File: src/rtl/rgb_fade_sequencer_pkg.sv
// Shared types for the RGB fade sequencer: FSM state encoding and channel count.
package rgb_fade_sequencer_pkg;

    typedef enum logic [1:0] {
        StIdle  = 2'd0,
        StFade  = 2'd1,
        StDwell = 2'd2
    } seq_state_e;

    localparam int unsigned NumChan = 3;

endpackage

File: src/rtl/tick_divider.sv
// Prescaler: tick pulses every DIV cycles while run is high; cleared whenever run drops.
module tick_divider #(
    parameter int unsigned DIV = 1000
) (
    input  logic clk,
    input  logic reset_n,
    input  logic run,
    output logic tick
);

    localparam int unsigned CW = (DIV > 1) ? $clog2(DIV) : 1;
    localparam logic [CW-1:0] LastCnt = CW'(DIV - 1);

    logic [CW-1:0] cnt_q, cnt_d;

    always_comb begin
        cnt_d = cnt_q;
        if (!run || (cnt_q == LastCnt)) begin
            cnt_d = '0;
        end else begin
            cnt_d = cnt_q + 1'b1;
        end
    end

    assign tick = run && (cnt_q == LastCnt);

    always_ff @(posedge clk or negedge reset_n) begin
        if (!reset_n) begin
            cnt_q <= '0;
        end else begin
            cnt_q <= cnt_d;
        end
    end

endmodule

File: src/rtl/rgb_fade_sequencer.sv
// Autonomous palette sequencer: fades three PWM levels linearly between palette entries,
// dwells at each colour and wraps around the palette.
module rgb_fade_sequencer
    import rgb_fade_sequencer_pkg::*;
#(
    parameter int unsigned WIDTH       = 8,
    parameter int unsigned ENTRIES     = 4,
    parameter int unsigned TICK_DIV    = 1000,
    parameter int unsigned DWELL_TICKS = 64,
    localparam int unsigned IDXW       = $clog2(ENTRIES)
) (
    input  logic                 clk,
    input  logic                 reset_n,
    input  logic                 enable,
    input  logic                 load_valid,
    output logic                 load_ready,
    input  logic [IDXW-1:0]      load_idx,
    input  logic [3*WIDTH-1:0]   load_rgb,
    output logic [WIDTH-1:0]     level0,
    output logic [WIDTH-1:0]     level1,
    output logic [WIDTH-1:0]     level2,
    output logic                 level_valid,
    output logic                 seg_done,
    output logic [IDXW-1:0]      cur_idx,
    output logic                 busy
);

    localparam int unsigned DWW = (DWELL_TICKS > 1) ? $clog2(DWELL_TICKS) : 1;
    localparam logic [DWW-1:0] LastDwell = DWW'(DWELL_TICKS - 1);

    // Channel [2] is red, [0] is blue, so a packed {r,g,b} word maps straight across.
    typedef logic [NumChan-1:0][WIDTH-1:0] rgb_t;

    seq_state_e          state_q, state_d;
    logic [IDXW-1:0]     idx_q, idx_d;
    logic [DWW-1:0]      dwell_q, dwell_d;
    rgb_t                level_q, level_d;
    rgb_t                target_q, target_d;
    rgb_t                stepped;
    logic                level_valid_q, level_valid_d;
    logic                seg_done_q, seg_done_d;
    logic [3*WIDTH-1:0]  palette_q [ENTRIES];

    logic                tick;
    logic                run;
    logic                write_en;
    logic [IDXW-1:0]     sel_idx;
    logic [3*WIDTH-1:0]  sel_word;

    function automatic logic [WIDTH-1:0] step_toward(input logic [WIDTH-1:0] lvl,
                                                     input logic [WIDTH-1:0] tgt);
        if (lvl < tgt) begin
            return lvl + WIDTH'(1);
        end else if (lvl > tgt) begin
            return lvl - WIDTH'(1);
        end
        return lvl;
    endfunction

    assign run      = enable && (state_q != StIdle);
    assign write_en = load_valid && load_ready;

    tick_divider #(
        .DIV (TICK_DIV)
    ) u_tick_divider (
        .clk     (clk),
        .reset_n (reset_n),
        .run     (run),
        .tick    (tick)
    );

    // Entry about to become the target; a same-cycle write to it wins over the stored value.
    always_comb begin
        sel_idx  = (state_q == StDwell) ? idx_q + 1'b1 : idx_q;
        sel_word = (write_en && (load_idx == sel_idx)) ? load_rgb : palette_q[sel_idx];
    end

    always_comb begin
        stepped = level_q;
        for (int c = 0; c < NumChan; c++) begin
            stepped[c] = step_toward(level_q[c], target_q[c]);
        end
    end

    always_comb begin
        state_d       = state_q;
        idx_d         = idx_q;
        dwell_d       = dwell_q;
        level_d       = level_q;
        target_d      = target_q;
        level_valid_d = 1'b0;
        seg_done_d    = 1'b0;
        unique case (state_q)
            StIdle: begin
                if (enable) begin
                    state_d  = StFade;
                    target_d = rgb_t'(sel_word);
                end
            end
            StFade: begin
                if (!enable) begin
                    state_d = StIdle;
                end else if (tick) begin
                    level_d       = stepped;
                    level_valid_d = (stepped != level_q);
                    if (stepped == target_q) begin
                        seg_done_d = 1'b1;
                        dwell_d    = '0;
                        state_d    = StDwell;
                    end
                end
            end
            StDwell: begin
                if (!enable) begin
                    state_d = StIdle;
                end else if (tick) begin
                    if (dwell_q == LastDwell) begin
                        dwell_d  = '0;
                        idx_d    = sel_idx;
                        target_d = rgb_t'(sel_word);
                        state_d  = StFade;
                    end else begin
                        dwell_d = dwell_q + 1'b1;
                    end
                end
            end
            default: state_d = StIdle;
        endcase
    end

    always_ff @(posedge clk or negedge reset_n) begin
        if (!reset_n) begin
            state_q       <= StIdle;
            idx_q         <= '0;
            dwell_q       <= '0;
            level_q       <= '0;
            target_q      <= '0;
            level_valid_q <= 1'b0;
            seg_done_q    <= 1'b0;
        end else begin
            state_q       <= state_d;
            idx_q         <= idx_d;
            dwell_q       <= dwell_d;
            level_q       <= level_d;
            target_q      <= target_d;
            level_valid_q <= level_valid_d;
            seg_done_q    <= seg_done_d;
        end
    end

    always_ff @(posedge clk or negedge reset_n) begin
        if (!reset_n) begin
            for (int i = 0; i < ENTRIES; i++) begin
                palette_q[i] <= '0;
            end
        end else if (write_en) begin
            palette_q[load_idx] <= load_rgb;
        end
    end

    assign load_ready  = (state_q != StFade);
    assign busy        = (state_q != StIdle);
    assign level0      = level_q[2];
    assign level1      = level_q[1];
    assign level2      = level_q[0];
    assign level_valid = level_valid_q;
    assign seg_done    = seg_done_q;
    assign cur_idx     = idx_q;

endmodule

File: config.mk
export PLATFORM = sky130hd
export DESIGN_NAME = rgb_fade_sequencer
export DESIGN_NICKNAME = d
export VERILOG_FILES = /design/src/rtl/rgb_fade_sequencer_pkg.sv /design/src/rtl/tick_divider.sv /design/src/rtl/rgb_fade_sequencer.sv
export SDC_FILE = /design/constraint.sdc
export NUM_CORES = 1
export LEC_CHECK = 0
export BUFFER_PORTS_ARGS = -buffer_cell sky130_fd_sc_hd__clkbuf_2
export CAP_MARGIN = 20
export CORE_MARGIN = 2
export CORE_UTILIZATION = 50
export CTS_CLUSTER_DIAMETER = 30
export DETAILED_ROUTE_END_ITERATION = 10
export PLACE_DENSITY = 0.7
export SKIP_CTS_REPAIR_TIMING = 1
export SLEW_MARGIN = 20
export SYNTH_ARGS = -nofsm -noshare
export SYNTH_HDL_FRONTEND = slang
export SYNTH_HIERARCHICAL = 1
export SYNTH_SLANG_ARGS = --single-unit
File: constraint.sdc
create_clock -name clk -period 4.6 [get_ports clk]
set_input_delay 0.23 -clock clk [delete_from_list [all_inputs] [get_ports clk]]
set_output_delay 0.23 -clock clk [all_outputs]
set_load 0.01 [all_outputs]
==> impl_results.md <==
* Commonest non-fill, non-tap cells in the layout: dfrtp_1, mux2_2, nand2_1
* Ys Warns at 6
* Final setup fails at 0
* Clk Latency, worst-skew pair at between 0.4 and 0.5 ns
* Reg clk slew, reported paths at 0.07 ns
* M2 GR Usage at 0.334
* Max VDD drop at approximately 0.35 mV
* I/O pins at 60
* Seq cells post-synth at approximately 170
* Commonest non-fill, non-tap cell in the layout: dfrtp_1
* GRT met1 Usage at 0.305
* Kind of start point of the critical path: register
* Number of instances in the placed design at 1180
* MaxCap Viol Count at 0
* Grt peak-use layer: met2
* Row count at 50
* Layout area overhead at 14.8%
* First-pass GRT wire length at 34200 um
* Cell Area, Synth at 0.00966 mm^2
* Leakage Power at approximately 0.0051 uW
* CTS Buffer Depth at 2
* Gr ovfl total at 0
* Via total after detailed routing at a little under 7000
* Ys flop type: dfrtp_1
* Hpwl dp at roughly 15000 um
* Crit Path Max Fanout at 8
* H-tree depth at 4
* CTS tree: yes
* Fmax at about 0.23 GHz
* TritonRoute pass-1 iters at 5
* Met3 usage at 0.0423
* Nets at about 1000
* Initial antenna violation count at 1
* Max-slew violations at 0
* Status: completed
* Final setup margin at between 0.2 and 0.25 ns
* Synth cell types at 69
* Number of enable flip-flop cells after synthesis at 0
* GRT Total Usage at 0.213
* Routability-driven placement congestion ratio at ~0.9
* Crit end category: register
* Routed WL per cell at between 15 and 20 um
* ANT nets after route at 0
* Ant. Diodes at 0
* DRT Wirelength at 20900 um
* Clock period minus worst slack at 4.37 ns
* Die area at 0.0204 mm^2
* Area contributors post-synth: dfrtp_1, mux2_2, ha_1, mux4_2, mux2i_1
* Total CTS buffers at 17
* Place WS at approximately 0.17 ns
* Share of the synthesized area in the top cell type at 0.430
* Largest net degree at the start of global routing at a little under 90
* Buffers on Ports at between 50 and 60
* Number of global-route vias before repair at between 6000 and 7000
* Average size of a mapped cell at ~11 um^2
* Worst Max-Slew Pin Slew at around 1.0 ns
* WP buf/inv at 2
* Syn Inst Count at 858
* Initial Utilization at 0.513
* Register area share after synthesis at 0.430
* Core Area at 0.0188 mm^2
* Critical Path Max Stage Delay at about 0.44 ns
* Die Ht at between 100 and 150 um
* Yosys top cell by area: dfrtp_1
* Final Cell Area at about 0.011 mm^2
* PD cells at between 400 and 500 mW/mm^2
* Relative slew slack at 0.321
* Async set or reset register ratio after synthesis at 1.00
* Final hold vios at 0
* Root buf cell: clkbuf_16
* Routed vias/inst at approximately 5.6
* Fin util at 0.589
* Final period utilization at 0.951
* Layout cells sized above 1 at 0.292
* Placement Cell Area at 0.0105 mm^2
* Iteration-0 DRC Markers at roughly 420
* Clock skew after layout at around 0.0090 ns
* Slowest cell on crit path: dfrtp_1
* Sink Count at around 170
* Drt drc at 0
* Layout Cells excl Fill at 1216
* Hold Crit Class: input pin to register
* Syn_nets at a little over 900
* WP data arrival at about 4.7 ns
* Crit-path leading delay family: simple AND/OR/NAND/NOR gates
* WP data required at 4.88 ns
* Die Span X at 143 um
* Crit-path cells: ha_1 > nor2b_1 > o211ai_1 > a21oi_1 > nand2b_1 > buf_4 > ha_1 > o21ai_1 > nor2_2 > or4_1 > a31oi_2 > mux2i_1 > xnor2_1 > nand2_1 > nor4_4 > buf_4 > o22ai_1
* WS Path Type: register to register
[layer usage]
| layer | share of wire | wire (um) |
|---|---|---|
| met3 | 0.041 | 865 |
| met4 | 0.012 | 250 |
| met2 | 0.46 | 9520 |
| met5 | 0 | 0 |
| met1 | 0.49 | 10200 |
[synth_stat cells (8+ instances only)]
master and count:
mux2i_1 36, inv_1 41, nor3_1 10, a211oi_1 8, nand2b_1 9, nand4_1 12, nor2_1 31, mux4_2 24
nor2b_1 16, clkbuf_1 26, nand2_1 68, xnor2_1 30, dfrtp_1 166, ha_1 44, o211ai_1 11, xor2_1 17
a31oi_1 10, mux2_2 105, a21oi_1 22, o21ai_0 55, nand3_1 14
[where the power goes]
group / switching [uW] / leakage [uW] / internal, uW
clock: 628 / 0.000273 / 741
sequential: 183 / 0.00208 / 1780
combinational: 664 / 0.00277 / 689
[logic make-up (layout without fill, tap and decap cells)]
family,after synthesis,after routing,share of synthesized area
DFF,166,166,0.430
xor gates and xnor gates,48,48,0.0449
buffers and inverters,71,169,0.0285
adders and majority gates,47,47,0.0632
and+or+nand+nor,202,202,0.109
AOI/OAI and AO/OA,158,158,0.106
muxes,166,166,0.218
[final cells by class]
cell class	instances	area [um^2]
clock inverters	12	108
clock buffers	20	457
well taps	260	325
repair buffers	96	594
multi-input cells	621	5300
flip-flops and latches	166	4160
inverters	41	154
fillers	1559	7740
[flip-flops by register name, indices dropped and copies added, names as in the netlist, 2 cells and up]
register and count:
dwell_q 6, palette_q 96, state_q 2, u_tick_divider/cnt_q 10, target_q 24, cur_idx 2, level1 8, level2 8
level0 8
[worst paths after layout]
| check | startpoint | end | slack, ns | depth (start not counted) |
|---|---|---|---|---|
| worst min-delay path | load_rgb[12] | palette_q[36] | 0.09 | 2 |
| min in group asynchronous | reset_n | level0[5] | 0.43 | 2 |
| worst min register to register | target_q[1] | target_q[1] | 0.49 | 2 |
| worst max-delay path | level1[1] | dwell_q[4] | 0.23 | 17 |
| max in group asynchronous | reset_n | palette_q[28] | 3.24 | 3 |
| worst max register to register | level1[1] | dwell_q[4] | 0.23 | 17 |
[per-stage QoR]
step	TNS (ns)	hold slack, ns	total power (uW)
6_report	0	0.0930	4680
5_1_grt	-0.0857	0.100	4950
4_1_cts	0	-0.0886	4660
3_5_place_dp	0	0.359	3290
3_3_place_gp	0	0.361	3250
2_1_floorplan	0	-0.0656	2920
[worst reg2reg max path: stages, from the launching register on]
cell	delay, ns
dfrtp_1	0.44
ha_1	0.33
nor2b_1	0.13
o211ai_1	0.31
a21oi_1	0.13
nand2b_1	0.20
buf_4	0.18
ha_1	0.33
o21ai_1	0.18
nor2_2	0.09
or4_1	0.42
a31oi_2	0.24
mux2i_1	0.33
xnor2_1	0.22
nand2_1	0.14
nor4_4	0.26
buf_4	0.20
o22ai_1	0.10
Power figures use the tool's default switching activity.
